[config.mk]
export PLATFORM = sky130hd
export DESIGN_NAME = jump_tick_sched_flat
export DESIGN_NICKNAME = d
export VERILOG_FILES = /design/src/rtl/jump_tick_sched_if.sv /design/src/rtl/jump_tick_sched.sv /design/src/flat_wrapper.sv
export SDC_FILE = /design/constraint.sdc
export NUM_CORES = 1
export LEC_CHECK = 0
export CAP_MARGIN = 20
export CORE_UTILIZATION = 55
export DETAILED_ROUTE_END_ITERATION = 10
export HOLD_SLACK_MARGIN = 0.15
export PLACE_DENSITY = 0.81
export SLEW_MARGIN = 20
export SYNTH_ARGS = -nofsm -noshare
export SYNTH_HDL_FRONTEND = slang
export SYNTH_SLANG_ARGS = --single-unit
[constraint.sdc]
create_clock -name i_clk_vga -period 2.3 [get_ports i_clk_vga]
set_clock_uncertainty 0.05 [all_clocks]
set_input_delay 0.345 -clock i_clk_vga [delete_from_list [all_inputs] [get_ports i_clk_vga]]
set_output_delay 0.345 -clock i_clk_vga [all_outputs]
set_load 0.01 [all_outputs]
[src/rtl/jump_tick_sched_if.sv]
// Bundles the update-pass handshake, control and status signals between the
// scheduler (slave) and the game logic that drives it (master).
interface jump_tick_sched_if #(
   parameter int DIV_W = 18
);
   logic             en;
   logic             pause;
   logic             cfg_we;
   logic [DIV_W-1:0] cfg_period;
   logic             tick;
   logic             phys_req;
   logic             phys_ack;
   logic             coll_req;
   logic             coll_ack;
   logic             upd_done;
   logic             busy;
   logic             overrun;
   logic             timeout_err;

   modport master (
      output en, pause, cfg_we, cfg_period, phys_ack, coll_ack,
      input  tick, phys_req, coll_req, upd_done, busy, overrun, timeout_err
   );

   modport slave (
      input  en, pause, cfg_we, cfg_period, phys_ack, coll_ack,
      output tick, phys_req, coll_req, upd_done, busy, overrun, timeout_err
   );
endinterface

[src/rtl/jump_tick_sched.sv]
// Game-update scheduler: programmable-period tick strobe, then one physics and
// one collision req/ack phase per tick, each guarded by a watchdog.
//
//   state  | meaning
//   -------+-----------------------------------------------
//   IDLE   | waiting for a tick
//   PHYS   | phys_req high, waiting for phys_ack
//   COLL   | coll_req high, waiting for coll_ack
//   DONE   | upd_done pulse, back to IDLE next cycle
module jump_tick_sched #(
   parameter int               DIV_W      = 18,
   parameter logic [DIV_W-1:0] DEF_PERIOD = {DIV_W{1'b1}},
   parameter int               TO_W       = 8,
   parameter int               TO_LIMIT   = 255
) (
   input logic               i_clk_vga,
   input logic               i_rst,
   jump_tick_sched_if.slave  bus
);

   typedef enum logic [1:0] {
      S_IDLE = 2'd0,
      S_PHYS = 2'd1,
      S_COLL = 2'd2,
      S_DONE = 2'd3
   } state_t;

   localparam logic [TO_W-1:0] WDOG_LIMIT = TO_W'(TO_LIMIT);

   logic [DIV_W-1:0] r_period;
   logic [DIV_W-1:0] r_cnt;
   logic             r_tick;
   state_t           r_state;
   state_t           w_state_nxt;
   logic [TO_W-1:0]  r_wdog;
   logic [TO_W-1:0]  w_wdog_nxt;
   logic             w_timeout;
   logic             r_overrun;
   logic             r_timeout_err;

   // Period 0 would tick every cycle; clamp so tick can never be high twice in a row.
   always_ff @(posedge i_clk_vga) begin
      if (i_rst) begin
         r_period <= DEF_PERIOD;
         r_cnt    <= '0;
         r_tick   <= 1'b0;
      end else if (bus.cfg_we) begin
         r_period <= (bus.cfg_period == '0) ? DIV_W'(1) : bus.cfg_period;
         r_cnt    <= '0;
         r_tick   <= 1'b0;
      end else if (!bus.en) begin
         r_cnt    <= '0;
         r_tick   <= 1'b0;
      end else if (bus.pause) begin
         r_tick   <= 1'b0;
      end else if (r_cnt == r_period) begin
         r_cnt    <= '0;
         r_tick   <= 1'b1;
      end else begin
         r_cnt    <= r_cnt + DIV_W'(1);
         r_tick   <= 1'b0;
      end
   end

   always_comb begin
      w_state_nxt = r_state;
      w_wdog_nxt  = r_wdog;
      w_timeout   = 1'b0;
      case (r_state)
         S_IDLE: begin
            if (r_tick && bus.en) begin
               w_state_nxt = S_PHYS;
               w_wdog_nxt  = '0;
            end
         end
         S_PHYS: begin
            if (!bus.en) begin
               w_state_nxt = S_IDLE;
            end else if (bus.phys_ack) begin
               w_state_nxt = S_COLL;
               w_wdog_nxt  = '0;
            end else if (r_wdog == WDOG_LIMIT) begin
               w_state_nxt = S_IDLE;
               w_timeout   = 1'b1;
            end else begin
               w_wdog_nxt  = r_wdog + TO_W'(1);
            end
         end
         S_COLL: begin
            if (!bus.en) begin
               w_state_nxt = S_IDLE;
            end else if (bus.coll_ack) begin
               w_state_nxt = S_DONE;
            end else if (r_wdog == WDOG_LIMIT) begin
               w_state_nxt = S_IDLE;
               w_timeout   = 1'b1;
            end else begin
               w_wdog_nxt  = r_wdog + TO_W'(1);
            end
         end
         S_DONE: begin
            w_state_nxt = S_IDLE;
         end
         default: begin
            w_state_nxt = S_IDLE;
         end
      endcase
   end

   // A reconfiguration clears the sticky flags even if an event lands the same cycle.
   always_ff @(posedge i_clk_vga) begin
      if (i_rst) begin
         r_state       <= S_IDLE;
         r_wdog        <= '0;
         r_overrun     <= 1'b0;
         r_timeout_err <= 1'b0;
      end else begin
         r_state <= w_state_nxt;
         r_wdog  <= w_wdog_nxt;
         if (bus.cfg_we) begin
            r_overrun     <= 1'b0;
            r_timeout_err <= 1'b0;
         end else begin
            if (r_tick && (r_state != S_IDLE)) r_overrun <= 1'b1;
            if (w_timeout) r_timeout_err <= 1'b1;
         end
      end
   end

   assign bus.tick        = r_tick;
   assign bus.phys_req    = (r_state == S_PHYS);
   assign bus.coll_req    = (r_state == S_COLL);
   assign bus.upd_done    = (r_state == S_DONE);
   assign bus.busy        = (r_state != S_IDLE);
   assign bus.overrun     = r_overrun;
   assign bus.timeout_err = r_timeout_err;

endmodule

[src/flat_wrapper.sv]
// flat-port wrapper written by rule: the top's interface ports become plain ports
module jump_tick_sched_flat 
#(
   parameter int               DIV_W      = 18,
   parameter logic [DIV_W-1:0] DEF_PERIOD = {DIV_W{1'b1}},
   parameter int               TO_W       = 8,
   parameter int               TO_LIMIT   = 255
)
  (i_clk_vga, i_rst, bus_en, bus_pause, bus_cfg_we, bus_cfg_period, bus_phys_ack, bus_coll_ack, bus_tick, bus_phys_req, bus_coll_req, bus_upd_done, bus_busy, bus_overrun, bus_timeout_err);
  jump_tick_sched_if #(.DIV_W(DIV_W)) bus_i ();
  input logic i_clk_vga;
  input logic i_rst;
  input wire logic [$bits(bus_i.en)-1:0] bus_en;
  input wire logic [$bits(bus_i.pause)-1:0] bus_pause;
  input wire logic [$bits(bus_i.cfg_we)-1:0] bus_cfg_we;
  input wire logic [$bits(bus_i.cfg_period)-1:0] bus_cfg_period;
  input wire logic [$bits(bus_i.phys_ack)-1:0] bus_phys_ack;
  input wire logic [$bits(bus_i.coll_ack)-1:0] bus_coll_ack;
  output wire logic [$bits(bus_i.tick)-1:0] bus_tick;
  output wire logic [$bits(bus_i.phys_req)-1:0] bus_phys_req;
  output wire logic [$bits(bus_i.coll_req)-1:0] bus_coll_req;
  output wire logic [$bits(bus_i.upd_done)-1:0] bus_upd_done;
  output wire logic [$bits(bus_i.busy)-1:0] bus_busy;
  output wire logic [$bits(bus_i.overrun)-1:0] bus_overrun;
  output wire logic [$bits(bus_i.timeout_err)-1:0] bus_timeout_err;
  assign bus_i.en = bus_en;
  assign bus_i.pause = bus_pause;
  assign bus_i.cfg_we = bus_cfg_we;
  assign bus_i.cfg_period = bus_cfg_period;
  assign bus_i.phys_ack = bus_phys_ack;
  assign bus_i.coll_ack = bus_coll_ack;
  assign bus_tick = bus_i.tick;
  assign bus_phys_req = bus_i.phys_req;
  assign bus_coll_req = bus_i.coll_req;
  assign bus_upd_done = bus_i.upd_done;
  assign bus_busy = bus_i.busy;
  assign bus_overrun = bus_i.overrun;
  assign bus_timeout_err = bus_i.timeout_err;
  jump_tick_sched #(.DIV_W(DIV_W), .DEF_PERIOD(DEF_PERIOD), .TO_W(TO_W), .TO_LIMIT(TO_LIMIT)) u_core (.i_clk_vga(i_clk_vga), .i_rst(i_rst), .bus(bus_i));
endmodule
==> flow_metrics.tcl, run 1 <==
set metrics [dict create \
    status "finished, final reports clean" \
    max_stage_delay_ns 0.50 \
    cts.clk_slew.worst_paths_ns 0.08 \
    synthTopCellsByArea "dfxtp_1, xnor2_1, a211o_1, nor2b_1, a211oi_1" \
    comb_power_share 0.087 \
    yosysMostFrequentCell "dfxtp_1" \
    critPathSlowestCell "a2111o_1" \
    ys_seq_area_frac 0.374 \
    cts.path.max_buffers 2 \
    fin_crit_ns 2.15 \
    pwr-share-clk 0.381 \
    fmax_mhz 465 \
    grt_start_max_net_pins 31 \
    fin_crit_sh 0.936 \
    cts_tree "yes" \
    irDropWorstVdd_v 0.000270 \
    ff_latch_area_um2 981 \
    switching_power_mw 0.357 \
    syn2layout_area_growth_pct 19.9 \
    hold_viol 0 \
    arrival_ns 2.34 \
    cts_resized 0 \
    p_leak_nw 1.11 \
    pwr-share-seq 0.532 \
    yosys.area.top_type "dfxtp_1" \
    nets 351 \
    gp_congestion 0.778 \
    num-fill-cells 356 \
    dieHeight_um 71.0 \
    num_rows 24 \
    fin_cells 372 \
    io_buffers 31 \
    design.core.area_um2 4470 \
    vias 2273 \
    hold_class "flip-flop to flip-flop" \
    die_w_um 71.0 \
    worstSkewPairLatency_ns 0.30 \
    postCtsSetupBuffers 0 \
    grtUsageTotal 0.245 \
    synth_fp_nets 316 \
    cts_root_buf "clkbuf_8" \
    cp.required_ns 2.49 \
    critPathLaunchType "flip-flop" \
    ys_top_cells_by_count "dfxtp_1, nor2b_1, xnor2_1, a211o_1, a211oi_1" \
    p_per_area_nw_per_um2 530 \
    wl_mm 5.74 \
    drt_iter0_markers 103 \
    ctsHoldBuffers 0 \
    syn_avg_cell_area_um2 9.23 \
    yosys_warnings 0 \
    via_per_inst 6.11 \
    ys_async_sr_fraction 0 \
    synth_edf_count 0 \
    finalSetupViolations 0 \
    wl_per_cell_um 15.4 \
    drv_slew 0 \
    worst_pin_slew_ns 0.560 \
    slew_headroom 0.626 \
    placedCellCount 364 \
    internal-power_mw 1.31 \
    hold_slack_ns 0.457 \
    synth_top_area_share 0.374 \
    crit_type "flip-flop to flip-flop" \
    netSwitchingFraction 0.214 \
    ys.flop_type "dfxtp_1" \
    ff2ff_setup_slack_ns 0.15 \
    numCtsBuffers 5 \
    design.die.area_um2 5050 \
    drive_gt1_frac 0.0875 \
    drv_cap 0 \
    synth_area_um2 2620 \
    hpwl_mm 4.16 \
    crit_path_cell_trace "inv_1, ha_1, a21boi_1, a2111o_1, or4_1, a21oi_1" \
    initial_core_util 0.586 \
    dr.pass1.iters 4 \
    critPathBufInv 1 \
    io_pins 32 \
    grt_pass1_vias 2217 \
    diodes 0 \
    overflow 0 \
    ys_types 46 \
    end_kind "flip-flop" \
    syn_inst 284 \
    rsz0062_at_grt "false" \
    multi_input_area_um2 1540 \
    grt_pass1_wl_mm 9.83 \
    antenna_found_initial 0 \
    path_delay_family "compound AO/OA/AOI/OAI gates" \
    cp_max_fo 8 \
    ys_seq_elements 49 \
    drc 0 \
    drtAntennaViolNets 0 \
    h-tree-depth 2 \
    cts_sinks 49 \
]
==> worst min-delay path, stage by stage, from the launching register on <==
cell	delay, ns
dfxtp_1	0.33
o21ai_0	0.07
a21oi_1	0.06
==> cells in the final DEF (no fill, tap or decap), drive strengths merged, types with 2 or more instances in the layout <==
cell type,count
and4,3
inv,7
or4,6
o2111ai,5
clkdlybuf4s50,31
a211o,17
xor2,13
nand4,10
o21bai,2
a21o,3
nor2b,21
nand2,7
clkbuf,7
o31ai,3
nor2,6
nor3,5
o41ai,2
a31oi,3
a211oi,17
and2,3
nand2b,2
nand3,10
ha,7
a21oi,15
a31o,2
nor4,6
a22oi,2
and3,5
or3,2
buf,14
dfxtp,49
o21ai,5
xnor2,19
==> cells by family (layout without fill, tap and decap cells) <==
family | Yosys count | after routing | share of synthesized area
flops | 49 | 49 | 0.374
simple gates | 90 | 90 | 0.211
xor+xnor | 32 | 32 | 0.107
buf+inv | 24 | 60 | 0.0406
mux | 1 | 1 | 0.00382
compound gates | 81 | 81 | 0.230
fa+ha+maj | 7 | 7 | 0.0334
==> state kept, by name, summed over array words and instances, names as in the netlist <==
name and flops:
u_core.bus.overrun 1, u_core.bus.tick 1, u_core.bus.timeout_err 1, u_core.r_cnt 18
u_core.r_period 18, u_core.r_state 2, u_core.r_wdog 8
==> area by class of cell <==
class                           count  share of cell area
Clock inverter                      1             0.00955
Tap cell                           52              0.0207
Sequential cell                    49               0.312
Timing Repair Buffer               45               0.132
Clock buffer                        7              0.0275
Inverter                            7             0.00836
Multi-Input combinational cell    211               0.490
==> power by group through the flow <==
stage               Sequential [mW]  Clock [mW]  Combinational (mW)
floorplan                     0.901           0              0.0750
global placement              0.907           0               0.141
detailed placement            0.907           0               0.144
CTS                           0.887       0.643               0.145
global route                  0.889       0.683               0.158
finish                        0.886       0.635               0.145
==> layer usage <==
metal | part of all wire | wire, um | global-route usage
met4 | 0.014 | 82 | 0.0711
met1 | 0.44 | 2540 | 0.281
met3 | 0.040 | 231 | 0.0556
met2 | 0.50 | 2890 | 0.454
met5 | 0 | 0 | 0
==> through the flow <==
stage          setup TNS [ns]  total power [mW]  instance area (um^2)  utilization  worst slack [ns]
3_5_place_dp          -0.0102              1.05                  3030        0.676          -0.00804
2_1_floorplan               0             0.976                  2620            -             0.181
5_1_grt                     0              1.73                  3140        0.702            0.0202
4_1_cts                     0              1.67                  3140        0.702             0.137
6_report                    0              1.67                  3140        0.702             0.147
3_3_place_gp                0              1.05                  3030        0.676            0.0542
==> final timing paths <==
kind | startpoint | to | cells past startpoint
min | u_core.r_wdog[1] | u_core.r_wdog[1] | 2
min reg2reg | u_core.r_wdog[1] | u_core.r_wdog[1] | 2
max | u_core.r_state[0] | u_core.r_wdog[4] | 6
max reg2reg | u_core.r_state[0] | u_core.r_wdog[4] | 6
(Power assumes the default switching activity.)
==> inputs of run 2 (changes only) <==
SETUP_SLACK_MARGIN = 0.05   (was unset)
==> flow_metrics.tcl, run 2 (synthesis results as in run 1) <==
set metrics [dict create \
    grt_pass1_wl_mm 9.83 \
    postCtsSetupBuffers 0 \
    cts_sinks 49 \
    overflow 0 \
    p_leak_nw 1.12 \
    design.core.area_um2 4470 \
    worst_pin_slew_ns 0.557 \
    io_pins 32 \
    setup_tns_ns 0 \
    die_w_um 71.0 \
    cts_tree "yes" \
    drc 0 \
    design.die.area_um2 5050 \
    hold_class "flip-flop to flip-flop" \
    final_core_util 0.704 \
    drt_iter0_markers 107 \
    fmax_mhz 463 \
    irDropWorstVdd_v 0.000270 \
    slew_headroom 0.628 \
    io_buffers 31 \
    rsz0062_at_grt "false" \
    numCtsBuffers 5 \
    cts.path.max_buffers 2 \
    worstSkewPairLatency_ns 0.30 \
    fin_crit_sh 0.940 \
    fin_crit_ns 2.16 \
    drv_cap 0 \
    grt_pass1_vias 2217 \
    hpwl_mm 4.16 \
    ctsHoldBuffers 0 \
    final_cell_mix "dfxtp_1, clkdlybuf4s50_1, nor2b_1" \
    grt_start_max_net_pins 31 \
    cts_resized 0 \
    dieHeight_um 71.0 \
    hold_viol 0 \
    crit_path_cell_trace "inv_1, ha_1, a21boi_1, a2111o_1, buf_4, or3_1, a21oi_1" \
    syn2layout_area_growth_pct 20.2 \
    diodes 0 \
    fin_ws_ns 0.139 \
    critPathSlowestCell "a2111o_1" \
    wl_mm 5.71 \
    p_per_area_nw_per_um2 529 \
    gp_congestion 0.778 \
    finalSetupViolations 0 \
    cts.clk_slew.worst_paths_ns 0.08 \
    cts_root_buf "clkbuf_8" \
    critPathLaunchType "flip-flop" \
    cp_max_fo 6 \
    hold_slack_ns 0.450 \
    grtUsageTotal 0.245 \
    drv_slew 0 \
    antenna_found_initial 0 \
    final_common_cell "dfxtp_1" \
    max_stage_delay_ns 0.48 \
    biggestRegsByFlops "u_core.r_cnt x18, u_core.r_period x18, u_core.r_wdog x8" \
    wl_per_cell_um 15.3 \
    end_kind "flip-flop" \
    status "finished, final reports clean" \
    num_rows 24 \
    drive_gt1_frac 0.0903 \
    initial_core_util 0.586 \
    dpl_worst_slack_ns -0.00804 \
    crit_type "flip-flop to flip-flop" \
    drtAntennaViolNets 0 \
    vias 2252 \
    via_per_inst 6.04 \
    nets 352 \
    cp.required_ns 2.48 \
    h-tree-depth 2 \
    arrival_ns 2.35 \
    dr.pass1.iters 4 \
]
## run 2: layout make-up
type                            count  area (um^2)
Clock inverter                      1         30.0
Tap cell                           52         65.1
Sequential cell                    49          981
Inverter                            7         26.3
Multi-Input combinational cell    211         1540
Clock buffer                        7         86.3
Fill cell                         353         1320
Timing Repair Buffer               46          423
## run 2: worst paths after layout
check        slack (ns)  cells after the start              start                to
min reg2reg        0.45                      2   u_core.r_wdog[1]  u_core.r_wdog[1]
max                0.14                      7  u_core.r_state[0]  u_core.r_wdog[2]
max reg2reg        0.14                      7  u_core.r_state[0]  u_core.r_wdog[2]
min                0.45                      2   u_core.r_wdog[1]  u_core.r_wdog[1]
## run 2: power breakdown
part | leakage, nW | switching (mW) | total (mW) | internal [mW]
registers | 0.400 | 0.0161 | 0.886 | 0.870
logic | 0.660 | 0.0601 | 0.145 | 0.0846
clock network | 0.0585 | 0.280 | 0.635 | 0.355
## run 2: through the flow
| stage | instances | area, um^2 | power (mW) |
|---|---|---|---|
| 2_1_floorplan | 284 | 2620 | 0.976 |
| 3_3_place_gp | 364 | 3030 | 1.05 |
| 3_5_place_dp | 364 | 3030 | 1.05 |
| 4_1_cts | 372 | 3140 | 1.67 |
| 5_1_grt | 373 | 3150 | 1.73 |
| 6_report | 373 | 3150 | 1.67 |
## run 2: routing by layer
layer	global-route usage	vias to the layer above	wire (um)
li1	-	1138	-
met1	0.281	1071	2530
met2	0.454	33	2910
met3	0.0556	10	188
met4	0.0711	0	82
met5	0	-	0
## run 2: worst max-delay path: cells and delay by family, from the launching register on
family,cells,cell delay (ns)
AO/OA/AOI/OAI,3,0.79
adder cells (fa/ha/maj),1,0.22
buffers and inverters,2,0.27
flip-flops,1,0.41
AND/OR/NAND/NOR,1,0.34
